File: src/rtl/uart_pkg.sv
// Shared definitions for the 8N1 UART receive path: FSM states, frame
// constants and the three-sample majority helper.
package uart_pkg;

  localparam int DATA_BITS = 8;
  localparam int STOP_BITS = 1;

  typedef enum logic [2:0] {
    ST_IDLE,
    ST_START,
    ST_DATA,
    ST_STOP,
    ST_BREAK
  } rx_state_t;

  function automatic logic majority3(input logic a, input logic b, input logic c);
    return (a & b) | (a & c) | (b & c);
  endfunction

endpackage

File: src/rtl/uart_receiver_if.sv
// Byte handshake between the UART receiver (master) and its consumer,
// normally uart_wishbone_bridge (slave).
interface uart_receiver_if;
  import uart_pkg::*;

  logic [DATA_BITS-1:0] data_o;
  logic                 valid_o;
  logic                 ready_i;

  modport master (output data_o, output valid_o, input ready_i);
  modport slave  (input data_o, input valid_o, output ready_i);

endinterface

File: src/rtl/sync_2ff.sv
// Two-flop synchroniser for a single asynchronous input; the reset value is
// chosen so the output comes out of reset matching the line's idle level.
module sync_2ff #(
  parameter logic RESET_VAL = 1'b1
) (
  input  logic clk_i,
  input  logic rst_i,
  input  logic d,
  output logic q
);

  logic meta;

  always_ff @(posedge clk_i) begin
    if (rst_i) begin
      meta <= RESET_VAL;
      q    <= RESET_VAL;
    end else begin
      meta <= d;
      q    <= meta;
    end
  end

endmodule

File: src/rtl/uart_receiver.sv
// 8N1 UART receiver with majority-voted mid-bit sampling, a one-deep holding
// register on a valid/ready handshake, and frame-error / overrun pulses.
module uart_receiver
  import uart_pkg::*;
#(
  parameter int CLKS_PER_BIT = 434
) (
  input  logic clk_i,
  input  logic rst_i,
  input  logic uart_rxd,
  uart_receiver_if.master rx_bus,
  output logic frame_err_o,
  output logic overrun_o
);

  localparam int CNT_W = $clog2(CLKS_PER_BIT);
  localparam int IDX_W = $clog2(DATA_BITS);
  localparam logic [CNT_W-1:0] CNT_HALF = CNT_W'(CLKS_PER_BIT / 2 - 1);
  localparam logic [CNT_W-1:0] CNT_FULL = CNT_W'(CLKS_PER_BIT - 1);
  localparam logic [IDX_W-1:0] LAST_BIT = IDX_W'(DATA_BITS - 1);

  logic                 rxd_s;
  logic [1:0]           rxd_hist;
  rx_state_t            state_q, state_d;
  logic [CNT_W-1:0]     cnt_q, cnt_d;
  logic [IDX_W-1:0]     bit_idx_q, bit_idx_d;
  logic [DATA_BITS-1:0] shift_q, shift_d;
  logic [DATA_BITS-1:0] data_q;
  logic                 valid_q;
  logic                 sample_pt;
  logic                 vote;
  logic                 byte_done;
  logic                 stop_fail;

  sync_2ff #(
    .RESET_VAL(1'b1)
  ) u_sync (
    .clk_i(clk_i),
    .rst_i(rst_i),
    .d    (uart_rxd),
    .q    (rxd_s)
  );

  // rxd_hist holds the two previous rxd_s values, so at counter=0 the vote
  // covers the samples taken at counter values 2, 1 and 0.
  assign sample_pt = (cnt_q == '0);
  assign vote      = majority3(rxd_hist[1], rxd_hist[0], rxd_s);

  always_ff @(posedge clk_i) begin
    if (rst_i) begin
      state_q   <= ST_IDLE;
      cnt_q     <= '0;
      bit_idx_q <= '0;
      shift_q   <= '0;
      rxd_hist  <= 2'b11;
    end else begin
      state_q   <= state_d;
      cnt_q     <= cnt_d;
      bit_idx_q <= bit_idx_d;
      shift_q   <= shift_d;
      rxd_hist  <= {rxd_hist[0], rxd_s};
    end
  end

  always_comb begin
    state_d   = state_q;
    cnt_d     = cnt_q;
    bit_idx_d = bit_idx_q;
    shift_d   = shift_q;
    byte_done = 1'b0;
    stop_fail = 1'b0;

    unique case (state_q)
      ST_IDLE: begin
        cnt_d = '0;
        if (!rxd_s) begin
          state_d = ST_START;
          cnt_d   = CNT_HALF;
        end
      end

      ST_START: begin
        if (!sample_pt) begin
          cnt_d = cnt_q - CNT_W'(1);
        end else if (vote) begin
          state_d = ST_IDLE;
          cnt_d   = '0;
        end else begin
          state_d   = ST_DATA;
          cnt_d     = CNT_FULL;
          bit_idx_d = '0;
        end
      end

      ST_DATA: begin
        if (!sample_pt) begin
          cnt_d = cnt_q - CNT_W'(1);
        end else begin
          shift_d = {vote, shift_q[DATA_BITS-1:1]};
          cnt_d   = CNT_FULL;
          if (bit_idx_q == LAST_BIT) begin
            state_d = ST_STOP;
          end else begin
            bit_idx_d = bit_idx_q + IDX_W'(1);
          end
        end
      end

      ST_STOP: begin
        if (!sample_pt) begin
          cnt_d = cnt_q - CNT_W'(1);
        end else begin
          cnt_d = '0;
          if (vote) begin
            byte_done = 1'b1;
            state_d   = ST_IDLE;
          end else begin
            stop_fail = 1'b1;
            state_d   = ST_BREAK;
          end
        end
      end

      ST_BREAK: begin
        cnt_d = '0;
        if (rxd_s) begin
          state_d = ST_IDLE;
        end
      end

      default: begin
        state_d = ST_IDLE;
        cnt_d   = '0;
      end
    endcase
  end

  // A completed byte is dropped only when the held byte is neither empty nor
  // being consumed this cycle; otherwise it replaces whatever was held.
  always_ff @(posedge clk_i) begin
    if (rst_i) begin
      data_q      <= '0;
      valid_q     <= 1'b0;
      frame_err_o <= 1'b0;
      overrun_o   <= 1'b0;
    end else begin
      frame_err_o <= stop_fail;
      overrun_o   <= byte_done && valid_q && !rx_bus.ready_i;
      if (byte_done) begin
        if (!valid_q || rx_bus.ready_i) begin
          data_q  <= shift_q;
          valid_q <= 1'b1;
        end
      end else if (valid_q && rx_bus.ready_i) begin
        valid_q <= 1'b0;
      end
    end
  end

  assign rx_bus.data_o  = data_q;
  assign rx_bus.valid_o = valid_q;

endmodule

File: src/flat_wrapper.sv
// flat-port wrapper written by rule: the top's interface ports become plain ports
module uart_receiver_flat import uart_pkg::*;
#(
  parameter int CLKS_PER_BIT = 434
)
  (clk_i, rst_i, uart_rxd, frame_err_o, overrun_o, rx_bus_data_o, rx_bus_valid_o, rx_bus_ready_i);
  uart_receiver_if rx_bus_i ();
  input  logic clk_i;
  input  logic rst_i;
  input  logic uart_rxd;
  output logic frame_err_o;
  output logic overrun_o;
  output wire logic [$bits(rx_bus_i.data_o)-1:0] rx_bus_data_o;
  output wire logic [$bits(rx_bus_i.valid_o)-1:0] rx_bus_valid_o;
  input wire logic [$bits(rx_bus_i.ready_i)-1:0] rx_bus_ready_i;
  assign rx_bus_data_o = rx_bus_i.data_o;
  assign rx_bus_valid_o = rx_bus_i.valid_o;
  assign rx_bus_i.ready_i = rx_bus_ready_i;
  uart_receiver #(.CLKS_PER_BIT(CLKS_PER_BIT)) u_core (.clk_i(clk_i), .rst_i(rst_i), .uart_rxd(uart_rxd), .rx_bus(rx_bus_i), .frame_err_o(frame_err_o), .overrun_o(overrun_o));
endmodule
File: config.mk
export PLATFORM = sky130hd
export DESIGN_NAME = uart_receiver_flat
export DESIGN_NICKNAME = d
export VERILOG_FILES = /design/src/rtl/uart_pkg.sv /design/src/rtl/uart_receiver_if.sv /design/src/rtl/sync_2ff.sv /design/src/rtl/uart_receiver.sv /design/src/flat_wrapper.sv
export SDC_FILE = /design/constraint.sdc
export NUM_CORES = 1
export LEC_CHECK = 0
export CAP_MARGIN = 10
export CORE_MARGIN = 8
export CORE_UTILIZATION = 50
export DETAILED_ROUTE_END_ITERATION = 12
export PLACE_DENSITY = 0.71
export SLEW_MARGIN = 10
export SYNTH_ARGS = -nofsm -noshare
export SYNTH_HDL_FRONTEND = slang
export SYNTH_HIERARCHICAL = 1
export SYNTH_SLANG_ARGS = --single-unit
export TNS_END_PERCENT = 10
File: constraint.sdc
create_clock -name clk_i -period 2.1 [get_ports clk_i]
set_input_delay 0.21 -clock clk_i [delete_from_list [all_inputs] [get_ports clk_i]]
set_output_delay 0.21 -clock clk_i [all_outputs]
set_load 0.02 [all_outputs]
* Word level (Yosys, flattened, before mapping) *
Cells that the tools add are included.

storage, ports and cells
  flip-flop bits (word level) = 38
  input port bits = 4
  output and inout port bits = 11
  logic and storage cells = 77

operators by class
  $add $sub $neg = 2
  eq/ne operators = 14
  multiplexer cells = 27
  bitwise gates (word level) = 7
  reductions and logical operators = 16

operators with widths
  cell                                                                count
  9-bit 2-to-1 mux                                                    4
  9-bit case mux with 4 select lines                                  1
  3-bit 2-to-1 mux                                                    11
  3-bit case mux with 5 select lines                                  1
  2-bit != test, second input constant                                5
  9-bit logical NOT                                                   1
  9-bit by 1-bit subtractor with 9-bit output, second input constant  1
  8-bit 2-to-1 mux                                                    1
  2-bit by 1-bit != test with 1-bit output, second input constant     4
  1-bit 2-to-1 mux                                                    7
  3-bit by 2-bit == test with 1-bit output, second input constant     2
  3-bit == test, second input constant                                2
  3-bit case mux with 2 select lines                                  1
  2-bit AND reduction                                                 3
  6-bit AND reduction                                                 1
  5-bit AND reduction                                                 1
  2-bit nonzero test                                                  2
  3-bit by 1-bit adder with 3-bit output, second input constant       1
  1-bit bitwise AND                                                   3
  3-bit by 1-bit == test with 1-bit output, second input constant     1
  1-bit logical AND                                                   3
  3-bit logical NOT                                                   1
  3-bit OR reduction                                                  1
  1-bit logical NOT                                                   2
  4 further kinds                                                     6

* Longest topological paths before layout *
Gate-level depths: netlist (run 1).

  depth in word-level cells = 8
  depth in mapped cells = 7

* Hierarchy *
Netlist (run 1), hierarchy kept.

by module, submodules not included
  module         times used  cells each  area an instance (um2)  sequential area each (um2)
  uart_receiver  1           167         1635.3                  720.7
  sync_2ff       1           4           52.6                    40.0

* Worst setup path before layout (run 1) *
No wires, ideal clock.

  path kind = register to register
  from = register u_core.cnt_q[0]
  to = register u_core.cnt_q[7]
  setup time = 0.129 ns
  arrival = 1.718 ns
  data required time = 1.971 ns
  setup slack = 0.254 ns
  stages on the path, launching flop included = 8
  buffers on the path = 1
  path through = dfxtp_1 -> inv_1 -> ha_1 -> or4b_4 -> nand2b_4 -> buf_2 -> a31oi_2 -> o31ai_1

between the ends
  longest elaborated chain between the ends = 3
  elaborated cells on any way between the ends = 6
  those cells by class = add/sub: 1; mux: 4; reduce/logical: 1

ends and longest elaborated chain
  what                                                                                     line                                                            source
  from (decl)                                                                              uart_receiver.sv:25                                             logic [CNT_W-1:0] cnt_q, cnt_d;
  from (signal assigned)                                                                   uart_receiver.sv:58                                             cnt_q <= cnt_d;
  9-bit by 1-bit subtractor with 9-bit output / 9-bit logical NOT (equally long branches)  -
  9-bit 2-to-1 mux (on tied branches)                                                      uart_receiver.sv:110, uart_receiver.sv:83, uart_receiver.sv:96
  9-bit case mux with 4 select lines *                                                     uart_receiver.sv:73                                             unique case (state_q)

Every way passes the cells marked *; elsewhere a longest branch is shown, timed or not.
A chain may end at the register's enable or synchronous reset.

* Final worst setup path (run 1) *
  from = register u_core.cnt_q[0]
  to = register u_core.bit_idx_q[0]

between the ends
  longest elaborated chain between the ends = 3
  elaborated cells on any way between the ends = 4
  those cells by class = eq/ne: 2; reduce/logical: 2

ends and longest elaborated chain
  what                                                       line                 source
  9-bit logical NOT *                                        uart_receiver.sv:46  assign sample_pt = (cnt_q == '0);
  2-bit by 1-bit != test with 1-bit output (no source line)  -
  5-bit AND reduction (no source line) *                     -
  to (signal assigned)                                       uart_receiver.sv:59  bit_idx_q <= bit_idx_d;
  to (decl)                                                  uart_receiver.sv:26  logic [IDX_W-1:0] bit_idx_q, bit_idx_d;

Marks and branches as above.

==> key figures, run 1 <==
Power and ir drop
  • Worst vdd rail ir drop: 0.000697 V
  • Leakage power: 0.785 nW
  • Sum of internal, switching and leakage power: 2.86 mW
  • Power density over the cells: 1420 nW/um^2

Timing
  • Max-slew violation count: 0
  • Slew Limit Headroom: 63.1%
  • Final Hold Fails: 0
  • Sum of negative setup slack: 0 ns
  • Post-route fraction of the period consumed by the critical path: 94.5%
  • Setup-failing EPs final: 0
  • Highest attainable clock frequency: 0.504 GHz
  • Unrepaired setup endpoints after global routing: false
  • Actual slew at the worst max-slew pin: 0.553 ns
  • Smallest setup slack after layout: 0.116 ns
  • Worst Skew: 0.00511 ns
  • Time the final worst path needs with I/O delays and setup: 1.98 ns

Route
  • Number of iterations in the first detailed-routing pass: 4
  • Routed vias/inst: 5.46
  • Remaining antenna violation count: 0
  • Total via count in the routed design: 1299
  • Post-DR wirelength/cell: 14.0 um
  • Violation count after the first detailed-routing iteration: 80
  • Total length of routed wires: 3340 um
  • Remaining design rule violation count: 0

Global routing
  • GR Util All Layers: 13.5%
  • Global routing met3 resource utilization: 5.80%
  • Met1 usage in global routing: 14.7%
  • Global Route met2 Usage: 22.1%
  • Initial antenna violation count: 0
  • Global-route wire length before repair: 5690 um
  • Busiest layer in global routing: met2
  • Remaining global-route overflow: 0
  • Via count of the first global-routing pass: 1242
  • Pin count of the biggest net entering global routing: 31

Cells and area
  • Area growth from synthesis to layout: 19.3%
  • Number of antenna cells inserted: 0
  • Share of cells above drive strength 1: 12.5%
  • Net count, final: 199
  • Fill cell count: 293
  • Final design area excluding fillers: 2010 um^2

Logic synthesis
  • Post-Syn Nets: 179
  • Share of the yosys chip area belonging to registers: 45.1%
  • Commonest register cell after synthesis: dfxtp_1
  • Commonest cells in the netlist: dfxtp_1, nand2b_1, mux2i_1
  • Cell Area, Synth: 1690 um^2
  • Count of flip-flops with a built-in enable after synthesis: 0
  • Synthesis Warnings: 6
  • Synthesized instance count: 171
  • Post-synthesis cell type with the largest combined area: dfxtp_1
  • Register bit count reported by yosys: 38
  • Fraction of post-synthesis cell area in the top cell type by area: 45.1%
  • Mean Syn Cell Area: 9.87 um^2
  • Cell types occupying the most area after synthesis: dfxtp_1, mux2i_1, nand2b_1
  • Most common cell in the netlist: dfxtp_1
  • Cell variety after synth: 43
  • Share of flip-flops with an asynchronous set or reset after synthesis: 0%

Clock tree
  • Skew-Pair Late Insertion Delay: 0.34 ns
  • H-tree level count: 2
  • Number of CTS-inserted buffers: 5
  • Number of sinks driven by the clock tree: 38
  • CTS tree: done
  • Clock-pin slew of the registers on the worst-case setup and hold paths: 0.12 ns
  • Clock root buffer: clkbuf_4
  • Longest Clk Path Bufs: 2

Die
  • Initial core utilization: 51.4%
  • Standard-cell rows: 21
  • Die extent in y: 74.1 um
  • Area enclosed by the die boundary: 5490 um^2
  • Die width: 74.1 um
  • Core area: 3280 um^2
  • Count of boundary I/O pins: 15

Min path
  • Min-delay worst type: flip-flop to flip-flop

Worst setup path
  • Worst-path cell with the longest stage delay: or4b_4
  • Req. time, crit path: 2.39 ns
  • Largest delay share family, worst path: simple AND/OR/NAND/NOR gates
  • Critical path start-end classification: flip-flop to flip-flop
  • Cells traversed along the worst timing path: inv_1 -> ha_1 -> or4b_4 -> nand2b_4 -> or4_1 -> a21oi_1
  • Worst path arrival time: 2.27 ns
  • Total buffers and inverters traversed by the critical path: 1
  • CP max stage delay: 0.50 ns
  • CP Launch Type: flip-flop
  • Kind of end point of the critical path: flip-flop
  • Top fanout value on the critical path: 11

Placement
  • Total cell area at the placement stage: 1900 um^2
  • Worst slack at placement: 0.153 ns
  • Global placement routability congestion: 0.888
  • Count of port buffers added during placement: 14
  • Dpl hpwl: 2350 um

Flow run
  • Max-cap viol count: 0

Outcome
  • Status: completed
## path summary, 6_finish.rpt
check	from	to	slack, ns	cells past startpoint
min reg2reg	u_core/u_sync/meta$_SDFF_PP1_	u_core/u_sync/q$_SDFF_PP1_	0.42	1
max reg2reg	u_core/cnt_q[0]$_SDFF_PP0_	u_core/bit_idx_q[0]$_SDFFE_PP0P_	0.12	6
min	u_core/u_sync/meta$_SDFF_PP1_	u_core/u_sync/q$_SDFF_PP1_	0.42	1
max	u_core/cnt_q[0]$_SDFF_PP0_	u_core/bit_idx_q[0]$_SDFFE_PP0P_	0.12	6
## cell families (layout without fill, tap and decap cells)
kind of cell / count (synthesis) / count (layout) / share of synthesized area (%)
AO/OA/AOI/OAI: 27 / 27 / 10.5
XOR/XNOR: 8 / 8 / 4.15
adder cells (fa/ha/maj): 5 / 5 / 3.56
buffers and inverters: 11 / 32 / 2.59
flip-flops: 38 / 38 / 45.1
multiplexers: 15 / 15 / 8.90
AND/OR/NAND/NOR: 67 / 67 / 25.2
## flip-flops by register name, indices dropped and copies added, names as in the netlist
register / count
u_core/frame_err_o: 1
u_core/rxd_hist: 2
u_core/rx_bus.valid_o: 1
u_core/state_q: 3
u_core/bit_idx_q: 3
u_core/u_sync/q: 1
u_core/cnt_q: 9
u_core/overrun_o: 1
u_core/shift_q: 8
u_core/rx_bus.data_o: 8
u_core/u_sync/meta: 1
## routing by layer
metal | vias to the layer above | routed length (um) | part of all wire (%)
met2 | 28 | 1590 | 48
met4 | 0 | 78 | 2.3
met5 | - | 0 | 0
li1 | 644 | - | -
met3 | 8 | 189 | 5.7
met1 | 619 | 1480 | 44
## layout make-up
class	count	area, um^2	share of cell area (%)
repair buffers	20	185	9.19
flip-flops and latches	38	761	37.8
well taps	46	57.6	2.86
multi-input cells	122	885	43.9
clock buffers	6	51.3	2.55
clock inverters	2	60.1	2.98
inverters	4	15.0	0.745
## report_power, final
group | internal (mW) | total [mW] | leakage, nW | switching (mW)
combinational | 0.563 | 1.25 | 0.418 | 0.686
sequential | 0.821 | 0.962 | 0.308 | 0.141
clock | 0.403 | 0.651 | 0.0585 | 0.248
## cell usage in the layout (no fill, tap or decap), drive strengths merged, types with 2 or more instances in the layout
master         synthesis  layout
a211oi                 3       3
clkbuf                 5       6
xnor2                  5       5
or2                    4       4
xor2                   3       3
nand2                  4       4
a31oi                  2       2
nand4                  2       2
inv                    4       4
nor4                   3       3
nor2                  13      13
ha                     4       4
o31ai                  2       2
mux2i                 15      15
dfxtp                 38      38
buf                    2       6
nor3b                  2       2
nand3b                 3       3
nor2b                  3       3
bufinv                 0       2
or4                    2       2
nand2b                22      22
a21oi                  6       6
o21ai                  8       8
clkdlybuf4s50          0      14
nor3                   3       3
## metrics by stage
step,util [%],instances,hold WS [ns]
after floorplan,-,171,0.307
after global placement,57.9,230,0.391
after detailed placement,57.9,230,0.397
after CTS,61.3,238,0.426
after global routing,61.3,238,0.411
final,61.3,238,0.421
## timing repair
| action | CTS | global route |
|---|---|---|
| buffers inserted | 0 | 0 |
| hold buffers | 0 | 0 |
| gates resized for setup | 0 | 1 |
| endpoints found under the setup margin | 0 | 1 |
Note: power is estimated with default switching activity, not from simulation.
==> run 2, diff against run 1 <==
--- a/config.mk
+++ b/config.mk
@@ -8,8 +8,9 @@
 export CAP_MARGIN = 10
 export CORE_MARGIN = 8
 export CORE_UTILIZATION = 50
+export CTS_CLUSTER_SIZE = 30
 export DETAILED_ROUTE_END_ITERATION = 12
-export PLACE_DENSITY = 0.71
+export PLACE_DENSITY = 0.75
 export SLEW_MARGIN = 10
 export SYNTH_ARGS = -nofsm -noshare
 export SYNTH_HDL_FRONTEND = slang
==> run 2 against run 1 <==
Compared with the run above: hold slack improved by 0.0023 ns; combinational power about the same; fmax about the same; clock skew up 0.0065 ns; largest power group unchanged.
==> key figures, run 2 (same netlist as run 1, synthesis figures left out) <==
Worst setup path
  • Worst path arrival time: 2.26 ns
  • Largest delay share family, worst path: simple AND/OR/NAND/NOR gates
  • Worst flop-to-flop path endpoint: u_core/bit_idx_q[0]$_SDFFE_PP0P_
  • Top fanout value on the critical path: 10
  • Reg-to-reg setup timing slack: 0.11 ns
  • Total buffers and inverters traversed by the critical path: 1
  • Req. time, crit path: 2.37 ns
  • Kind of end point of the critical path: flip-flop
  • Cells traversed along the worst timing path: inv_1 -> ha_1 -> or4b_4 -> nand2b_4 -> or4_1 -> a21oi_1
  • Critical path start-end classification: flip-flop to flip-flop
  • Worst-path cell with the longest stage delay: or4b_4
  • CP Launch Type: flip-flop
  • Reg-to-Reg Start: u_core/cnt_q[1]$_SDFF_PP0_
  • R2R cell count: 6
  • CP max stage delay: 0.50 ns

Global routing
  • GR Util All Layers: 12.5%
  • Global-route wire length before repair: 5330 um
  • Initial antenna violation count: 0
  • Remaining global-route overflow: 0
  • Pin count of the biggest net entering global routing: 31
  • Via count of the first global-routing pass: 1180

Flow run
  • Max-cap viol count: 0

Min path
  • Hold path endpoint: u_core/u_sync/q$_SDFF_PP1_
  • Depth of the worst hold-timing path: 1
  • Min-delay worst type: flip-flop to flip-flop
  • Origin of the worst min-delay path: u_core/u_sync/meta$_SDFF_PP1_

Power and ir drop
  • Leakage power: 0.787 nW
  • Sum of internal, switching and leakage power: 2.86 mW
  • Worst vdd rail ir drop: 0.000740 V
  • Power density over the cells: 1420 nW/um^2

Die
  • Die extent in y: 74.1 um
  • Die width: 74.1 um
  • Initial core utilization: 51.4%
  • Core area: 3280 um^2
  • Standard-cell rows: 21
  • Count of boundary I/O pins: 15
  • Area enclosed by the die boundary: 5490 um^2

Clock tree
  • CTS tree: done
  • Clock root buffer: clkbuf_4
  • Skew-Pair Late Insertion Delay: 0.34 ns
  • Number of CTS-inserted buffers: 5
  • H-tree level count: 2
  • Clock-pin slew of the registers on the worst-case setup and hold paths: 0.12 ns
  • Longest Clk Path Bufs: 2
  • Number of sinks driven by the clock tree: 38

Timing
  • Max-slew violation count: 0
  • Sum of negative setup slack: 0 ns
  • Time the final worst path needs with I/O delays and setup: 1.99 ns
  • Setup-failing EPs final: 0
  • Slew Limit Headroom: 57.7%
  • Final Hold Fails: 0
  • Post-route fraction of the period consumed by the critical path: 94.5%
  • Smallest setup slack after layout: 0.115 ns
  • Actual slew at the worst max-slew pin: 0.618 ns
  • Unrepaired setup endpoints after global routing: false
  • Worst Skew: 0.0116 ns
  • Highest attainable clock frequency: 0.504 GHz

Route
  • Violation count after the first detailed-routing iteration: 103
  • Remaining antenna violation count: 0
  • Number of iterations in the first detailed-routing pass: 4
  • Total length of routed wires: 3200 um
  • Routed vias/inst: 5.24
  • Total via count in the routed design: 1253
  • Post-DR wirelength/cell: 13.4 um
  • Remaining design rule violation count: 0

Cells and area
  • Number of antenna cells inserted: 0
  • Net count, final: 200
  • Final design area excluding fillers: 2020 um^2
  • Leading cell type in the layout, fill and taps excluded: dfxtp_1
  • Area growth from synthesis to layout: 19.5%
  • Share of cells above drive strength 1: 13.5%
  • Area occupied by multi-input gates: 883 um^2
  • Highest-count cells in the layout ignoring fill and taps: dfxtp_1, nand2b_1, mux2i_1
  • Max FFs per register: 9
  • Fill cell count: 291
  • Seq. cell area: 762 um^2
  • Largest register by flop count: u_core/cnt_q

Outcome
  • Status: completed

Placement
  • Count of port buffers added during placement: 14
  • Dpl hpwl: 2250 um
  • Global placement routability congestion: 0.846
  • Total cell area at the placement stage: 1900 um^2
  • Worst slack at placement: 0.144 ns
-- run 2: cell count changes in the layout (fill, tap and decap cells not counted) --
| cell | previous run | this run |
|---|---|---|
| dfxtp_2 | 0 | 1 |
| a2111oi_0 | 0 | 1 |
| clkinv_4 | 0 | 1 |
| buf_4 | 6 | 7 |
| a2111oi_1 | 1 | 0 |
| dfxtp_1 | 38 | 37 |
| clkbuf_8 | 1 | 0 |
-- run 2: what timing repair did --
action	in CTS	in global routing
endpoints found under the setup margin	0	1
gates resized for setup	0	1
buffers inserted	0	1
hold buffers	0	0
-- run 2: layout make-up --
class | instances | share of cell area [%]
Tap cell | 46 | 2.85
Timing Repair Buffer | 21 | 9.55
Clock buffer | 5 | 1.86
Sequential cell | 38 | 37.8
Inverter | 4 | 0.744
Clock inverter | 3 | 3.41
Multi-Input combinational cell | 122 | 43.8
-- run 2: metal layers --
layer	track usage (%)	vias to the layer above	wire length [um]
met3	4.45	2	125
met1	14.4	586	1480
met5	0	-	0
met4	5.32	0	21
met2	20.5	22	1570
li1	-	643	-
-- run 2: per-stage QoR --
step	hold WS, ns	util, %	std cells
after global routing	0.425	61.4	239
after floorplan	0.307	-	171
after CTS	0.427	61.1	238
after detailed placement	0.401	57.9	230
after global placement	0.391	57.9	230
final	0.424	61.4	239
-- run 2: worst register-to-register path: cells and delay by family, from the launching register on --
family | cells | cell delay (ns)
and+or+nand+nor | 3 | 1.19
DFF | 1 | 0.36
AOI/OAI and AO/OA | 1 | 0.15
adders and majority gates | 1 | 0.13
buffers and inverters | 1 | 0.08
-- run 2: power by group --
part,switching [mW],total (mW),internal (mW)
Combinational,0.680,1.28,0.603
Sequential,0.142,0.963,0.822
Clock,0.246,0.618,0.372
-- run 2: how the worst max path moves through the flow --
| stage | to | startpoint | depth (start not counted) |
|---|---|---|---|
| floorplan | u_core/cnt_q[7]$_SDFF_PP0_ | u_core/cnt_q[0]$_SDFF_PP0_ | 7 |
| global placement | u_core/bit_idx_q[0]$_SDFFE_PP0P_ | u_core/cnt_q[0]$_SDFF_PP0_ | 6 |
| detailed placement | u_core/bit_idx_q[0]$_SDFFE_PP0P_ | u_core/cnt_q[0]$_SDFF_PP0_ | 6 |
| CTS | u_core/bit_idx_q[0]$_SDFFE_PP0P_ | u_core/cnt_q[0]$_SDFF_PP0_ | 6 |
| global route | u_core/bit_idx_q[0]$_SDFFE_PP0P_ | u_core/cnt_q[0]$_SDFF_PP0_ | 6 |
| finish | u_core/bit_idx_q[0]$_SDFFE_PP0P_ | u_core/cnt_q[1]$_SDFF_PP0_ | 6 |
==> run 3, diff against run 2 <==
--- a/config.mk
+++ b/config.mk
@@ -11,6 +11,7 @@
 export CTS_CLUSTER_SIZE = 30
 export DETAILED_ROUTE_END_ITERATION = 12
 export PLACE_DENSITY = 0.75
+export SKIP_CTS_REPAIR_TIMING = 1
 export SLEW_MARGIN = 10
 export SYNTH_ARGS = -nofsm -noshare
 export SYNTH_HDL_FRONTEND = slang
==> results of run 3 <==
Final layout, timing and power as in run 2 (identical DEF).
